### src/rtl/seq_loader.sv
// Streams a signed sample burst into memory, appends the sample count at the top address,
// then kicks the sorter and waits for it to finish.
//
// state | meaning
// LOAD  | accept samples, write each to address = running count
// WSIZE | burst closed; queue the size-word write at the top address
// START | one-cycle Start pulse to the sorter
// WAIT  | wait for the sorter's Finish level
// DONE  | sort complete, terminal until reset
// ERR   | burst rejected (fewer than 2 samples), terminal until reset
module seq_loader #(
  parameter int dataWidth = 32,
  parameter int addrWidth = 10
) (
  input  logic                        clk,
  input  logic                        rst,
  input  logic                        in_valid,
  input  logic signed [dataWidth-1:0] in_data,
  input  logic                        in_last,
  output logic                        in_ready,
  output logic        [addrWidth-1:0] WAddr,
  output logic signed [dataWidth-1:0] WData,
  output logic                        Wen,
  output logic                        mem_sel,
  output logic                        Start,
  input  logic                        Finish,
  output logic                        done,
  output logic                        err,
  output logic                        ovf,
  output logic        [addrWidth-1:0] count
);

  localparam logic [2:0] S_LOAD  = 3'd0;
  localparam logic [2:0] S_WSIZE = 3'd1;
  localparam logic [2:0] S_START = 3'd2;
  localparam logic [2:0] S_WAIT  = 3'd3;
  localparam logic [2:0] S_DONE  = 3'd4;
  localparam logic [2:0] S_ERR   = 3'd5;

  localparam logic [addrWidth-1:0] ADDR_TOP = '1;
  localparam logic [addrWidth-1:0] CAP_LAST = ADDR_TOP - 1'b1;

  logic [2:0] state;
  logic       hs;

  assign in_ready = (state == S_LOAD) && (count != ADDR_TOP);
  assign hs       = in_valid && in_ready;
  assign Start    = (state == S_START);
  assign done     = (state == S_DONE);
  assign err      = (state == S_ERR);
  // The registered size write lands while the FSM is already in START, so ownership
  // of the memory port stretches to cover any write still in flight.
  assign mem_sel  = (state == S_LOAD) || (state == S_WSIZE) || Wen;

  always_ff @(posedge clk or posedge rst) begin
    if (rst) begin
      state <= S_LOAD;
      count <= '0;
      Wen   <= 1'b0;
      WAddr <= '0;
      WData <= '0;
      ovf   <= 1'b0;
    end else begin
      Wen <= 1'b0;
      case (state)
        S_LOAD: begin
          if (hs) begin
            if (in_last && (count == '0)) begin
              state <= S_ERR;
            end else begin
              Wen   <= 1'b1;
              WAddr <= count;
              WData <= in_data;
              count <= count + 1'b1;
              if (in_last || (count == CAP_LAST)) state <= S_WSIZE;
              if ((count == CAP_LAST) && !in_last) ovf <= 1'b1;
            end
          end
        end
        S_WSIZE: begin
          Wen   <= 1'b1;
          WAddr <= ADDR_TOP;
          WData <= dataWidth'(count);
          state <= S_START;
        end
        S_START: state <= S_WAIT;
        S_WAIT:  if (Finish) state <= S_DONE;
        default: state <= state;
      endcase
    end
  end

endmodule

### config.mk
export PLATFORM = sky130hd
export DESIGN_NAME = seq_loader
export DESIGN_NICKNAME = d
export VERILOG_FILES = /design/src/rtl/seq_loader.sv
export SDC_FILE = /design/constraint.sdc
export NUM_CORES = 1
export LEC_CHECK = 0
export ABC_CLOCK_PERIOD_IN_PS = 2250
export BUFFER_PORTS_ARGS = -buffer_cell sky130_fd_sc_hd__buf_2
export CAP_MARGIN = 0
export CORE_MARGIN = 2
export CORE_UTILIZATION = 33
export CTS_CLUSTER_DIAMETER = 40
export DETAILED_ROUTE_END_ITERATION = 7
export GPL_TIMING_DRIVEN = 1
export PLACE_DENSITY_LB_ADDON = 0.05
export RECOVER_POWER = 25
export SLEW_MARGIN = 20
export SYNTH_ARGS = -nofsm -noshare
export SYNTH_HDL_FRONTEND = slang
export SYNTH_SLANG_ARGS = --single-unit
### constraint.sdc
create_clock -name clk -period 2.25 [get_ports clk]
set_input_delay 0 -clock clk [delete_from_list [all_inputs] [get_ports clk]]
set_output_delay 0 -clock clk [all_outputs]
set_load 0.03 [all_outputs]
==> summary.txt <==
Status
  – Status: finished clean

Pwr
  – Pleak: 1.816 nW
  – Peak VDD IR: slightly above 0.4 mV
  – Seq pwr share: 0.364
  – Combinational share of power: 0.420
  – Power Density: roughly 1200 mW/mm²
  – Int Power: roughly 2.6 mW
  – Clock share of power: 0.215
  – Sw Ratio: 0.4248
  – Switching pwr: between 1.5 and 2 mW

GRT
  – Largest net degree at the start of global routing: 30
  – Total gr overflow: 0
  – Initial antenna violation count: 0
  – Vias in the first global route: 2,410
  – Total track usage: 0.1839
  – First-pass GRT wire length: 12.25 mm

Yosys
  – Syn_area_per_cell: approximately 10 µm²
  – Mapped Nets: a little over 300
  – Seq/Total Area, Yosys: 0.5429
  – Synth Instances: 262
  – Synth cell types: 39
  – Synthesized area: 0.002628 mm²
  – #FFs+latches synth: 57
  – Yosys Warn Count: 0

Finish
  – Most frequent cells in the layout: buf_2 (80), dfrtp_1 (57), dlygate4sd3_1 (35)
  – Filler instances: ~800
  – Diode count: 0
  – Sequential cell area: 0.001426 mm²
  – Final-stage net count: between 400 and 500
  – Design area: 0.003834 mm²
  – Layout cell share with drive strength beyond 1: 0.3226
  – Layout area overhead: 45.90%
  – Area of the multi-input gates: 0.001082 mm²
  – Leading cell type in the layout, fill and taps excluded: buf_2

Floorplanning
  – Core Region: approximately 0.0077 mm²
  – Rows: 32
  – Die W: 93.23 µm
  – Die ar.: a little under 0.009 mm²
  – Chip Height: just over 90 µm
  – Boundary Pins: between 90 and 100
  – Starting density of the core: 0.3400

Place
  – IO Port Bufs: 95
  – Post-DP HPWL: 5.076 mm
  – GPL Wtd Cong: 0.6999
  – Placed standard-cell area: approximately 0.0033 mm²

CTS
  – Total clock sinks: 57
  – H-tree levels: 3
  – Clock buffer depth: 2
  – TritonCTS clock tree: done
  – Clock Pin Slew Worst Setup and Hold Paths: around 0.06 ns
  – Inserted Clock Buffers: 9
  – CTS root buf: clkbuf_8
  – Worst skew pair latency: between 0.3 and 0.4 ns

STA
  – Clock skew: ~0.0057 ns
  – Fmax: 493.8 MHz
  – RSZ-0062 raised after global routing: false
  – Pins over their slew limit: 0
  – Final setup violation count: 0
  – Worst Max-Slew Pin Slew: approximately 1.2 ns
  – Final hold vios: 0
  – Max-slew headroom: 0.2106
  – Setup TNS: 0 ns
  – Crit share post-route: 0.9000
  – Crit path time final: roughly 2.0 ns

Drt
  – Post-route ant nets: 0
  – DRT Pass-1 Iters: 5
  – Routed wire length: about 7.5 mm
  – WL/cell: roughly 15 µm
  – DRC viols: 0
  – Initial drt markers: about 110
  – Vias per inst: approximately 5
  – Vias: roughly 2,500

Setup path
  – CP Data Arrival Time: 2.03 ns
  – Largest stage delay, worst path: around 0.41 ns
  – R2r worst-path depth: 4
  – CP required: 2.25 ns
  – Crit-path cells: ha_1 -> nand3_1 -> or3_4 -> buf_4 -> and2_1 -> buf_2
  – CP endpoint kind: output pin
  – Reg2reg setup slack: 0.27 ns
  – Crit Path Max Fanout: 20
  – Reg-to-reg critical path startpoint: state[2]
  – Slowest-stage cell, CP: dfrtp_1
  – CP Class: reg2out
  – Critical R2R Capture: WData[1]
  – Startpoint types: flip-flop

Hold path
  – Worst hold start: in_last
  – Hold EP: state[2]
  – Worst hold-check path type: in2reg
  – Hold path depth: 3

Flow run
  – # Max-Cap Violations: 0
-- through the flow --
stage	hold WS, ns	power, mW	worst slack, ns	instances	util
6_report	0.04130	4.586	0.2250	505	0.4961
5_1_grt	0.05655	4.869	0.09927	505	0.4961
4_1_cts	0.03454	4.664	0.1288	505	0.4979
3_5_place_dp	0.1392	3.606	0.2712	454	0.4257
3_3_place_gp	0.1422	3.585	0.3289	454	0.4257
2_1_floorplan	0.1359	2.961	0.1850	262	-
-- state kept, by name, indices dropped and copies added (netlist names) --
name,cells
WData,32
WAddr,10
count,10
state,3
Wen,1
ovf,1
-- power by group through the flow --
| stage | combinational (mW) | sequential (mW) | clock [mW] |
|---|---|---|---|
| 5_1_grt | 2.08 | 1.72 | 1.08 |
| 6_report | 1.93 | 1.67 | 0.988 |
| 3_5_place_dp | 1.94 | 1.67 | 0 |
| 2_1_floorplan | 0.578 | 2.38 | 0 |
| 4_1_cts | 1.98 | 1.66 | 1.02 |
| 3_3_place_gp | 1.91 | 1.68 | 0 |
-- cells in the mapped netlist (all sizes together) --
master / number / area [µm²]
nand2: 29 / 111.4
inv: 4 / 15.01
nor2: 16 / 60.06
nor4: 2 / 25.02
or3: 1 / 6.260
o41ai: 1 / 8.760
and2: 3 / 18.77
a311oi: 1 / 8.760
o221a: 10 / 112.6
ha: 3 / 37.54
a21o: 2 / 15.01
a21oi: 7 / 35.03
xor2: 3 / 26.28
nand4: 3 / 18.77
nand4b: 1 / 8.760
o21ai: 27 / 135.1
and3: 5 / 31.28
o2111ai: 1 / 8.760
a41oi: 1 / 27.53
or4b: 1 / 13.76
and3b: 1 / 8.760
xnor2: 6 / 52.55
nor3: 2 / 10.01
mux2i: 1 / 10.01
a211oi: 1 / 7.510
nand2b: 9 / 56.30
nor3b: 2 / 15.01
a31oi: 2 / 12.51
buf: 13 / 67.56
nand3: 32 / 160.2
clkbuf: 11 / 41.29
dfrtp: 57 / 1426
or2: 1 / 6.260
a41o: 2 / 20.02
and4: 1 / 8.760
-- critical path: cells and delay by family (launching register included) --
kind | cells | cell delay [ns]
simple gates | 3 | 0.67
flops | 1 | 0.41
buf+inv | 2 | 0.40
fa+ha+maj | 1 | 0.21
-- area by class of cell --
type	instances	area share
Clock inverter	2	0.009138
Sequential cell	57	0.3721
Tap cell	102	0.03329
Multi-Input combinational cell	177	0.2823
Inverter	4	0.003916
Clock buffer	14	0.04504
Timing Repair Buffer	149	0.2542
-- what timing repair did --
item                                    4_1_cts  5_1_grt
endpoints found under the hold margin        64        0
gates resized for setup                       0        1
buffers inserted                              0        0
hold buffers                                 35        0
endpoints found under the setup margin        0        1
-- how the worst max path moves through the flow --
| stage | start | to | cells after the start |
|---|---|---|---|
| after global placement | state[2] | WData[0] | 4 |
| after detailed placement | state[2] | WData[1] | 4 |
| final | count[1] | in_ready | 6 |
| after CTS | count[1] | in_ready | 6 |
| after floorplan | count[4] | WData[0] | 7 |
| after global routing | count[1] | in_ready | 6 |
-- cell families after synthesis --
| family | count (synthesis) | share of synthesized area |
|---|---|---|
| adder cells (fa/ha/maj) | 3 | 0.01429 |
| AO/OA/AOI/OAI | 55 | 0.1490 |
| multiplexers | 1 | 0.003810 |
| AND/OR/NAND/NOR | 109 | 0.2129 |
| buffers and inverters | 28 | 0.04714 |
| flip-flops | 57 | 0.5429 |
| XOR/XNOR | 9 | 0.03000 |
-- per-layer routing --
metal  routed length (µm)  vias to the layer above  track usage
met5                    0                        -            0
met4                  130                        0      0.07966
met3                  361                       10      0.04754
met2                 3516                       75       0.2890
met1                 3479                     1184       0.2398
li1                     -                     1190            -
Note: power is estimated with default switching activity, not from simulation.
